==> config.mk <==
export PLATFORM = sky130hd
export DESIGN_NAME = buffer_sched
export DESIGN_NICKNAME = d
export VERILOG_FILES = /design/src/rtl/buffer_sched.sv
export SDC_FILE = /design/constraint.sdc
export NUM_CORES = 1
export LEC_CHECK = 0
export CAP_MARGIN = 20
export CORE_MARGIN = 2
export CORE_UTILIZATION = 50
export CTS_CLUSTER_DIAMETER = 120
export CTS_CLUSTER_SIZE = 10
export DETAILED_ROUTE_END_ITERATION = 12
export GPL_TIMING_DRIVEN = 0
export MAX_ROUTING_LAYER = met4
export PLACE_DENSITY = 0.85
export SYNTH_ARGS = -nofsm -noshare
export SYNTH_HDL_FRONTEND = slang
export SYNTH_SLANG_ARGS = --single-unit
==> constraint.sdc <==
create_clock -name clk -period 5 [get_ports clk]
set_input_delay 0.5 -clock clk [delete_from_list [all_inputs] [get_ports clk]]
set_output_delay 0.5 -clock clk [all_outputs]
set_load 0.01 [all_outputs]
==> src/rtl/buffer_sched.sv <==
// Two-requester round-robin writer into a 2**ADDR_W word buffer. Frames close
// when the buffer fills or on flush, then drain for a fixed number of cycles.
module buffer_sched #(
    parameter int DATA_W       = 4,
    parameter int ADDR_W       = 4,
    parameter int DRAIN_CYCLES = 64
) (
    input  logic              clk,
    input  logic              rst_n,
    input  logic              req_a,
    input  logic [DATA_W-1:0] data_a,
    output logic              gnt_a,
    input  logic              req_b,
    input  logic [DATA_W-1:0] data_b,
    output logic              gnt_b,
    input  logic              flush,
    output logic              buf_ena,
    output logic [ADDR_W-1:0] buf_addr,
    output logic [DATA_W-1:0] buf_data,
    output logic [ADDR_W:0]   fill_cnt,
    output logic              busy,
    output logic              done
);

    localparam int DEPTH = 2 ** ADDR_W;
    localparam int CNT_W = $clog2(DRAIN_CYCLES + 1);

    typedef enum logic [1:0] {S_IDLE, S_FILL, S_DRAIN, S_DONE} state_t;

    state_t              state_q, state_d;
    logic [ADDR_W-1:0]   wr_ptr_q, wr_ptr_d;
    logic [ADDR_W:0]     fill_q, fill_d;
    logic [CNT_W-1:0]    dcnt_q, dcnt_d;
    logic                last_b_q, last_b_d;
    logic                gnt_a_q, gnt_a_d, gnt_b_q, gnt_b_d;
    logic                ena_q, ena_d;
    logic [ADDR_W-1:0]   addr_q, addr_d;
    logic [DATA_W-1:0]   data_q, data_d;
    logic                busy_q, busy_d, done_q, done_d;

    logic can_grant, pick_a, grant_a, grant_b;

    // ena_q marks the cycle right after a grant: every word takes two cycles,
    // so a requester dropping req after its grant is never granted twice.
    assign can_grant = (state_q == S_IDLE || state_q == S_FILL) && !ena_q &&
                       (fill_q != (ADDR_W+1)'(DEPTH));
    assign pick_a    = req_a && (!req_b || last_b_q);
    assign grant_a   = can_grant && pick_a;
    assign grant_b   = can_grant && req_b && !pick_a;

    always_comb begin
        state_d  = state_q;
        wr_ptr_d = wr_ptr_q;
        fill_d   = fill_q;
        dcnt_d   = dcnt_q;
        last_b_d = last_b_q;
        gnt_a_d  = 1'b0;
        gnt_b_d  = 1'b0;
        ena_d    = 1'b0;
        addr_d   = addr_q;
        data_d   = data_q;

        if (grant_a || grant_b) begin
            gnt_a_d  = grant_a;
            gnt_b_d  = grant_b;
            ena_d    = 1'b1;
            addr_d   = wr_ptr_q;
            data_d   = grant_a ? data_a : data_b;
            wr_ptr_d = wr_ptr_q + 1'b1;
            fill_d   = fill_q + 1'b1;
            last_b_d = grant_b;
        end

        case (state_q)
            S_IDLE: begin
                if (grant_a || grant_b) state_d = S_FILL;
            end
            S_FILL: begin
                // A grant coinciding with flush still lands before the drain.
                if (flush || fill_q == (ADDR_W+1)'(DEPTH)) begin
                    state_d = S_DRAIN;
                    dcnt_d  = '0;
                end
            end
            S_DRAIN: begin
                if (dcnt_q == CNT_W'(DRAIN_CYCLES - 1)) state_d = S_DONE;
                else                                     dcnt_d  = dcnt_q + 1'b1;
            end
            S_DONE: begin
                state_d  = S_IDLE;
                wr_ptr_d = '0;
                fill_d   = '0;
            end
            default: state_d = S_IDLE;
        endcase

        busy_d = (state_d == S_DRAIN);
        done_d = (state_d == S_DONE);
    end

    always_ff @(posedge clk or negedge rst_n) begin
        if (!rst_n) begin
            state_q  <= S_IDLE;
            wr_ptr_q <= '0;
            fill_q   <= '0;
            dcnt_q   <= '0;
            last_b_q <= 1'b1;
            gnt_a_q  <= 1'b0;
            gnt_b_q  <= 1'b0;
            ena_q    <= 1'b0;
            addr_q   <= '0;
            data_q   <= '0;
            busy_q   <= 1'b0;
            done_q   <= 1'b0;
        end else begin
            state_q  <= state_d;
            wr_ptr_q <= wr_ptr_d;
            fill_q   <= fill_d;
            dcnt_q   <= dcnt_d;
            last_b_q <= last_b_d;
            gnt_a_q  <= gnt_a_d;
            gnt_b_q  <= gnt_b_d;
            ena_q    <= ena_d;
            addr_q   <= addr_d;
            data_q   <= data_d;
            busy_q   <= busy_d;
            done_q   <= done_d;
        end
    end

    assign gnt_a    = gnt_a_q;
    assign gnt_b    = gnt_b_q;
    assign buf_ena  = ena_q;
    assign buf_addr = addr_q;
    assign buf_data = data_q;
    assign fill_cnt = fill_q;
    assign busy     = busy_q;
    assign done     = done_q;

endmodule

==> run metrics, run 1 <==
worst reg2reg startpoint=state_q[0]; Hold Buf Count CTS=0; first-pass GRT wire length=5.98 mm; Slew Limit Fails=0; Seq/Total Area, Yosys=49.2%; RSZ-0062 raised after global routing=false; post-DP HPWL=2.70 mm; Mean Syn Cell Area=9.76 µm²; Initial Util=53.0%; Cell Area, Synth=0.00163 mm²; Fin Setup TNS=0 ns; crit path time final=2.28 ns; port buffer count=30; n_diodes=0; status=finished clean; CTS max path bufs=2; Hold Crit Class=flop to flop; number of global-route vias before repair=1,337; Die W=61.1 µm; final wirelength=3.59 mm; CTS tree=done; Layout area overhead=27.2%; Slew @ Worst Pin=0.655 ns; P per Cell Area=574 mW/mm²; Hold Vio Cnt, Final=0; Pleak=0.957 nW; cts bufs inserted=5; die height=61.1 µm; hold_sp=buf_addr[3]; clk slew on worst S/H paths=0.10 ns; DRT Pass-1 Iters=4; initial DRC count=53; syn nets=189; total congestion overflow=0; CP Class=flop to flop; prevailing post-synth register cell=dfrtp_1; Critical Path End Type=flop; Total GRT Usage=22.6%; max_cap viols=0; Wirelength per Cell=14.4 µm; #FFs+latches synth=32; highest ir drop seen on vdd=349 µV; DR DRC count=0; root buffer cell=clkbuf_4; GPL Wtd Cong=0.799; # setup viols final=0; share of layout cells above drive strength 1=7.28%; clk sink count=32; Post-synth EDFFs=0; fmax=439 MHz; Die ar.=0.00373 mm²; Ys Warns=0; Mapped Cells=167; initial antenna violation count=0; Setup crit start=state_q[0]; via/cell ratio=5.29; Netlist cell types=40; io pins=31; Clock Skew=0.00629 ns; top post-synthesis cells by area=dfrtp_1 (48%), ha_1 (6.9%), nand2_1 (6.2%); num rows=20; nature of the critical path startpoint=flop; total core area=0.00308 mm²; Required @ worst endpoint=5.21 ns; crit path DAT=2.49 ns; largest net degree at the start of global routing=22; top-area cell type share of the netlist area=47.6%; cts repair resizes=0; part of the cycle the worst path needs=45.6%; Tot Pwr=1.19 mW; Relative slew margins=56.2%; # Post-CTS Setup Buffers=0; H-tree levels=2; ys async rst share=100%; final core occ=67.4%; detailed-route via count=1,322; dominant cell type by area after synthesis=dfrtp_1; largest fanout on the critical path=10; post-route ant nets=0; Fill cells=250; nets=227; clk_lat worst skew=0.34 ns
path summary, 6_finish.rpt:
check	to	slack, ns	depth (start not counted)
setup reg to reg	buf_data[2]	2.72	7
hold / removal	buf_addr[3]	0.50	2
hold reg to reg	buf_addr[3]	0.50	2
max in group asynchronous	last_b_q	3.85	2
setup / recovery	buf_data[2]	2.72	7
min in group asynchronous	busy	0.55	1
synthesized netlist by cell type, types with 2 or more instances:
| cell type | instances |
|---|---|
| a21oi_1 | 8 |
| clkbuf_1 | 5 |
| dfrtp_1 | 31 |
| ha_1 | 9 |
| inv_1 | 7 |
| mux2i_1 | 5 |
| nand2_1 | 27 |
| nand2b_1 | 3 |
| nand3_1 | 7 |
| nor2_1 | 10 |
| nor2b_1 | 4 |
| nor4_1 | 2 |
| nor4b_1 | 2 |
| o21ai_0 | 10 |
| o21bai_1 | 2 |
| o31ai_1 | 3 |
| or3_1 | 3 |
| or4b_1 | 2 |
| xnor2_1 | 6 |
worst max-delay path, stage by stage, from the launching register on:
cell,delay (ns)
dfrtp_1,0.51
inv_1,0.14
ha_1,0.23
o21bai_1,0.42
or3_1,0.20
buf_6,0.14
clkbuf_1,0.33
o21ai_0,0.18
flip-flops by register name, summed over array words and instances (netlist names):
register,cells
gnt_a,1
wr_ptr_q,4
buf_data,4
buf_ena,1
fill_cnt,5
done,1
buf_addr,4
dcnt_q,7
busy,1
state_q,2
gnt_b,1
last_b_q,1
placed cells by master, fill, tap and decap left out, types with 2 or more instances in the layout:
cell type        netlist  final
clkinv_2               0      2
inv_1                  7      7
o21bai_1               2      2
nor4b_1                2      2
nor4_1                 2      2
mux2i_1                5      5
nand2b_1               3      3
or3_1                  3      3
clkbuf_1               5      5
a21oi_1                8      8
nor2b_1                4      4
xnor2_1                6      6
nand3_1                7      7
clkdlybuf4s50_1        0     30
o31ai_1                3      3
o21ai_0               10     10
dfrtp_1               31     31
clkbuf_4               0      5
or4b_1                 2      2
ha_1                   9      9
nor2_1                10     10
nand2_1               27     27
stage by stage:
| step | area, µm² | std cells | setup slack, ns | hold slack, ns |
|---|---|---|---|---|
| after floorplan | 1630 | 167 | 3.01 | 0.204 |
| after global placement | 1990 | 241 | 2.80 | 0.466 |
| after detailed placement | 2010 | 242 | 2.74 | 0.461 |
| after CTS | 2070 | 250 | 2.74 | 0.497 |
| after global routing | 2070 | 250 | 2.51 | 0.536 |
| final | 2070 | 250 | 2.72 | 0.498 |
power by group:
group	leakage [nW]	switching, mW	internal [mW]	total [mW]
clock	0.0380	0.0927	0.0669	0.160
combinational	0.501	0.311	0.281	0.592
sequential	0.418	0.0829	0.357	0.440
routing by layer:
metal,wire length (µm),vias to the layer above,track usage (%)
li1,-,653,-
met1,1490,643,25.9
met2,1930,21,39.7
met3,135,5,4.83
met4,33,0,6.52
met5,0,-,-
cell type report:
cell class / instances / area (µm²) / share of cell area (%)
clock inverter: 2 / 10.0 / 0.483
buffer: 8 / 38.8 / 1.87
clock buffer: 6 / 51.3 / 2.47
inverter: 8 / 30.0 / 1.45
timing repair buffer: 31 / 328 / 15.8
multi-input combinational: 119 / 759 / 36.6
tap: 44 / 55.1 / 2.65
sequential: 32 / 802 / 38.7
kinds of logic (layout without fill, tap and decap cells):
kind of cell	count (synthesis)	in the layout	synth area share, %
compound gates	32	32	12.4
fa+ha+maj	9	9	6.91
flops	32	32	49.2
simple gates	67	67	21.0
xor+xnor	6	6	3.22
buf+inv	16	55	4.22
mux	5	5	3.07
(Power assumes the default switching activity.)
==> run 2, diff against run 1 <==
==> constraint.sdc (replaced) <==
create_clock -name clk -period 2.2 [get_ports clk]
set_input_delay 0.22 -clock clk [delete_from_list [all_inputs] [get_ports clk]]
set_output_delay 0.22 -clock clk [all_outputs]
set_load 0.01 [all_outputs]
==> run metrics, run 2 (synthesis gave the netlist of run 1 again) <==
status=finished clean; max reg flops=7; H-tree levels=2; initial DRC count=54; Design Area, Final=0.00208 mm²; Hold Crit Class=input port to async pin; Hold Buf Count CTS=0; Post-DP Area=0.00201 mm²; max_cap viols=0; number of global-route vias before repair=1,341; die height=61.1 µm; CTS tree=done; post-route ant nets=0; Total GRT Usage=22.9%; Slew @ Worst Pin=0.659 ns; cts bufs inserted=5; clk slew on worst S/H paths=0.11 ns; Clock Skew=0.00763 ns; Relative slew margins=55.9%; Pleak=0.961 nW; part of the cycle the worst path needs=93.5%; total core area=0.00308 mm²; CP Class=flop to flop; first-pass GRT wire length=6.03 mm; Layout area overhead=27.6%; root buffer cell=clkbuf_4; initial antenna violation count=0; fmax=486 MHz; largest fanout on the critical path=10; Die W=61.1 µm; Fill cells=253; nets=225; nature of the critical path startpoint=flop; Slew Limit Fails=0; clk sink count=32; DR DRC count=0; Wirelength per Cell=14.8 µm; Initial Util=53.0%; GPL Wtd Cong=0.799; largest net degree at the start of global routing=22; RSZ-0062 raised after global routing=false; final wirelength=3.67 mm; most common cell after layout, fill and taps aside=clkdlybuf4s50_1; register area=805 µm²; Critical Path End Type=flop; total congestion overflow=0; grt met1 use=25.8%; GR peak layer=met2; register with the most flip-flops=dcnt_q; crit path DAT=2.33 ns; n_diodes=0; share of layout cells above drive strength 1=10.3%; commonest cells after routing, fill and taps aside=clkdlybuf4s50_1 (30), dfrtp_1 (29), nand2_1 (27), nor2_1 (10), o21ai_0 (10); Multi-input gate area=767 µm²; io pins=31; Die ar.=0.00373 mm²; CTS max path bufs=2; Cells after DPL=242; num rows=20; DRT Pass-1 Iters=5; via/cell ratio=5.42; crit path time final=2.06 ns; # setup viols final=0; GR Util met3=4.83%; detailed-route via count=1,344; post-DP HPWL=2.70 mm; port buffer count=30; final cell count without fillers=248; highest ir drop seen on vdd=817 µV; clk_lat worst skew=0.34 ns; P per Cell Area=1320 mW/mm²; met2 usage=40.9%; Hold Vio Cnt, Final=0; Required @ worst endpoint=2.48 ns
-- run 2: power by group --
group	switching [mW]	leakage, nW	internal [mW]
Clock	0.213	0.0380	0.152
Combinational	0.719	0.507	0.657
Sequential	0.192	0.416	0.816
-- run 2: final timing paths --
kind	slack, ns	cells after the start	to	from
max	0.14	7	wr_ptr_q[3]	state_q[0]
min	0.27	1	dcnt_q[4]	rst_n
max reg2reg	0.14	7	wr_ptr_q[3]	state_q[0]
min reg2reg	0.50	2	buf_addr[3]	buf_addr[3]
max in group asynchronous	1.33	2	last_b_q	rst_n
min in group clk	0.48	3	gnt_b	req_b
-- run 2: cell type report --
cell class                 count  share of cell area [%]
clock buffer                   6                    2.47
buffer                         6                    1.62
clock inverter                 2                   0.481
sequential                    32                    38.7
inverter                       8                    1.44
multi-input combinational    119                    36.9
timing repair buffer          31                    15.8
tap                           44                    2.65
-- run 2: repair_timing --
action | in CTS | in global routing
pin swaps | 0 | 0
gates resized for setup | 2 | 6
setup buffers | 0 | 0
endpoints found under the setup margin | 5 | 11
-- run 2: per-layer routing --
metal	up-vias	share of wire, %
met5	-	0
met4	0	1.1
li1	653	-
met1	661	41
met3	6	3.1
met2	24	54
-- run 2: metrics by stage --
| step | power (mW) | hold WS (ns) | TNS (ns) | util, % | setup WS [ns] |
|---|---|---|---|---|---|
| finish | 2.75 | 0.270 | 0 | 67.6 | 0.143 |
| global route | 2.97 | 0.304 | 0 | 67.6 | 0.0325 |
| CTS | 2.74 | 0.298 | 0 | 67.6 | 0.0187 |
| detailed placement | 2.35 | 0.461 | -0.0460 | 65.4 | -0.0267 |
| global placement | 2.25 | 0.466 | 0 | 64.5 | 0.0989 |
| floorplan | 1.80 | -0.0756 | 0 | - | 0.214 |
-- run 2: critical path, stage by stage (launching register included) --
cell and delay, ns:
dfrtp_2 0.48, inv_1 0.14, ha_1 0.20, o21bai_2 0.14, or3_1 0.38, buf_6 0.15, or3_1 0.35, a21oi_1 0.14
==> run 3, diff against run 2 <==
--- a/config.mk
+++ b/config.mk
@@ -13,7 +13,7 @@
 export DETAILED_ROUTE_END_ITERATION = 12
 export GPL_TIMING_DRIVEN = 0
 export MAX_ROUTING_LAYER = met4
-export PLACE_DENSITY = 0.85
+export PLACE_DENSITY = 0.74
 export SYNTH_ARGS = -nofsm -noshare
 export SYNTH_HDL_FRONTEND = slang
 export SYNTH_SLANG_ARGS = --single-unit
==> run metrics, run 3 (synthesis gave the netlist of run 1 again) <==
cts bufs inserted=5; Slew @ Worst Pin=0.653 ns; DR DRC count=0; Slew Limit Fails=0; fmax=484 MHz; DRT Pass-1 Iters=6; max reg flops=7; CTS tree=done; die height=61.1 µm; Pleak=0.957 nW; crit path DAT=2.31 ns; highest ir drop seen on vdd=765 µV; detailed-route via count=1,328; Hold Vio Cnt, Final=0; final wirelength=3.27 mm; initial antenna violation count=0; io pins=31; Required @ worst endpoint=2.44 ns; Hold Buf Count CTS=0; post-route ant nets=0; clk sink count=32; flop2flop setup slack=0.14 ns; final core occ=67.8%; Setup crit start=fill_cnt[0]; H-tree levels=2; number of global-route vias before repair=1,268; hold_ws=0.288 ns; nets=227; Wirelength per Cell=13.1 µm; root buffer cell=clkbuf_4; initial DRC count=81; Relative slew margins=56.3%; Die W=61.1 µm; P per Cell Area=1290 mW/mm²; Cells after DPL=242; n_diodes=0; Setup Slack @ Placement=0.00744 ns; largest fanout on the critical path=10; Clock Skew=0.00790 ns; status=finished clean; num rows=20; # setup viols final=0; worst reg2reg startpoint=fill_cnt[0]; register with the most flip-flops=dcnt_q; CTS max path bufs=2; GPL Wtd Cong=0.831; port buffer count=30; Tot Pwr=2.70 mW; RSZ-0062 raised after global routing=false; clk slew on worst S/H paths=0.10 ns; Post-DP Area=0.00201 mm²; Design Area, Final=0.00209 mm²; Total GRT Usage=21.3%; via/cell ratio=5.31; total core area=0.00308 mm²; post-DP HPWL=2.45 mm; clk_lat worst skew=0.32 ns; first-pass GRT wire length=5.62 mm; nature of the critical path startpoint=flop; Fin Setup TNS=0 ns; Reg2Reg Depth=8; RR Endpoint=wr_ptr_q[3]; Layout area overhead=28.1%; Initial Util=53.0%; total congestion overflow=0; Hold Crit Class=input port to async pin; CP Class=flop to flop; largest net degree at the start of global routing=21; final cell count without fillers=250; PnR worst setup slack=0.135 ns; most common cell after layout, fill and taps aside=clkdlybuf4s50_1; part of the cycle the worst path needs=93.8%; crit path time final=2.06 ns; commonest cells after routing, fill and taps aside=clkdlybuf4s50_1 (30), dfrtp_1 (28), nand2_1 (27), nor2_1 (10), o21ai_0 (10); max_cap viols=0; Critical Path End Type=flop; Fill cells=238; share of layout cells above drive strength 1=9.71%; Die ar.=0.00373 mm²
-- run 3: power breakdown --
group          internal, mW  switching (mW)
Combinational         0.661           0.703
Clock                 0.158           0.187
Sequential            0.817           0.172
-- run 3: per-layer routing --
metal	up-vias	routed length, µm	GRT usage (%)
met5	-	0	-
li1	657	-	-
met3	8	110	4.62
met2	27	1670	33.1
met1	636	1430	26.1
met4	0	62	10.6
-- run 3: worst max path at each step --
stage                       end  slack, ns  depth (start not counted)
finish              wr_ptr_q[3]       0.14                          8
global route        wr_ptr_q[3]     0.0006                          8
CTS                 buf_data[3]       0.01                          8
detailed placement  buf_data[3]      0.007                          7
global placement    buf_data[3]       0.09                          7
floorplan           wr_ptr_q[3]       0.21                          8
-- run 3: layout make-up --
cell class,count,area [µm²],area share [%]
repair buffers,32,335,16.1
plain buffers,7,36.3,1.74
multi-input cells,119,767,36.7
inverters,8,30.0,1.44
well taps,44,55.1,2.64
flip-flops and latches,32,806,38.6
clock buffers,8,58.8,2.82
-- run 3: worst max-delay path, stage by stage (launching register included) --
cell and delay, ns:
dfrtp_2 0.41, inv_1 0.05, ha_1 0.19, nor4bb_1 0.12, buf_2 0.17, or3_1 0.39, buf_6 0.16, or3_1 0.34
a21oi_1 0.16
-- run 3: repair_timing --
item	CTS	global route
setup buffers	0	1
setup endpoints to repair	4	12
resized for setup	1	6
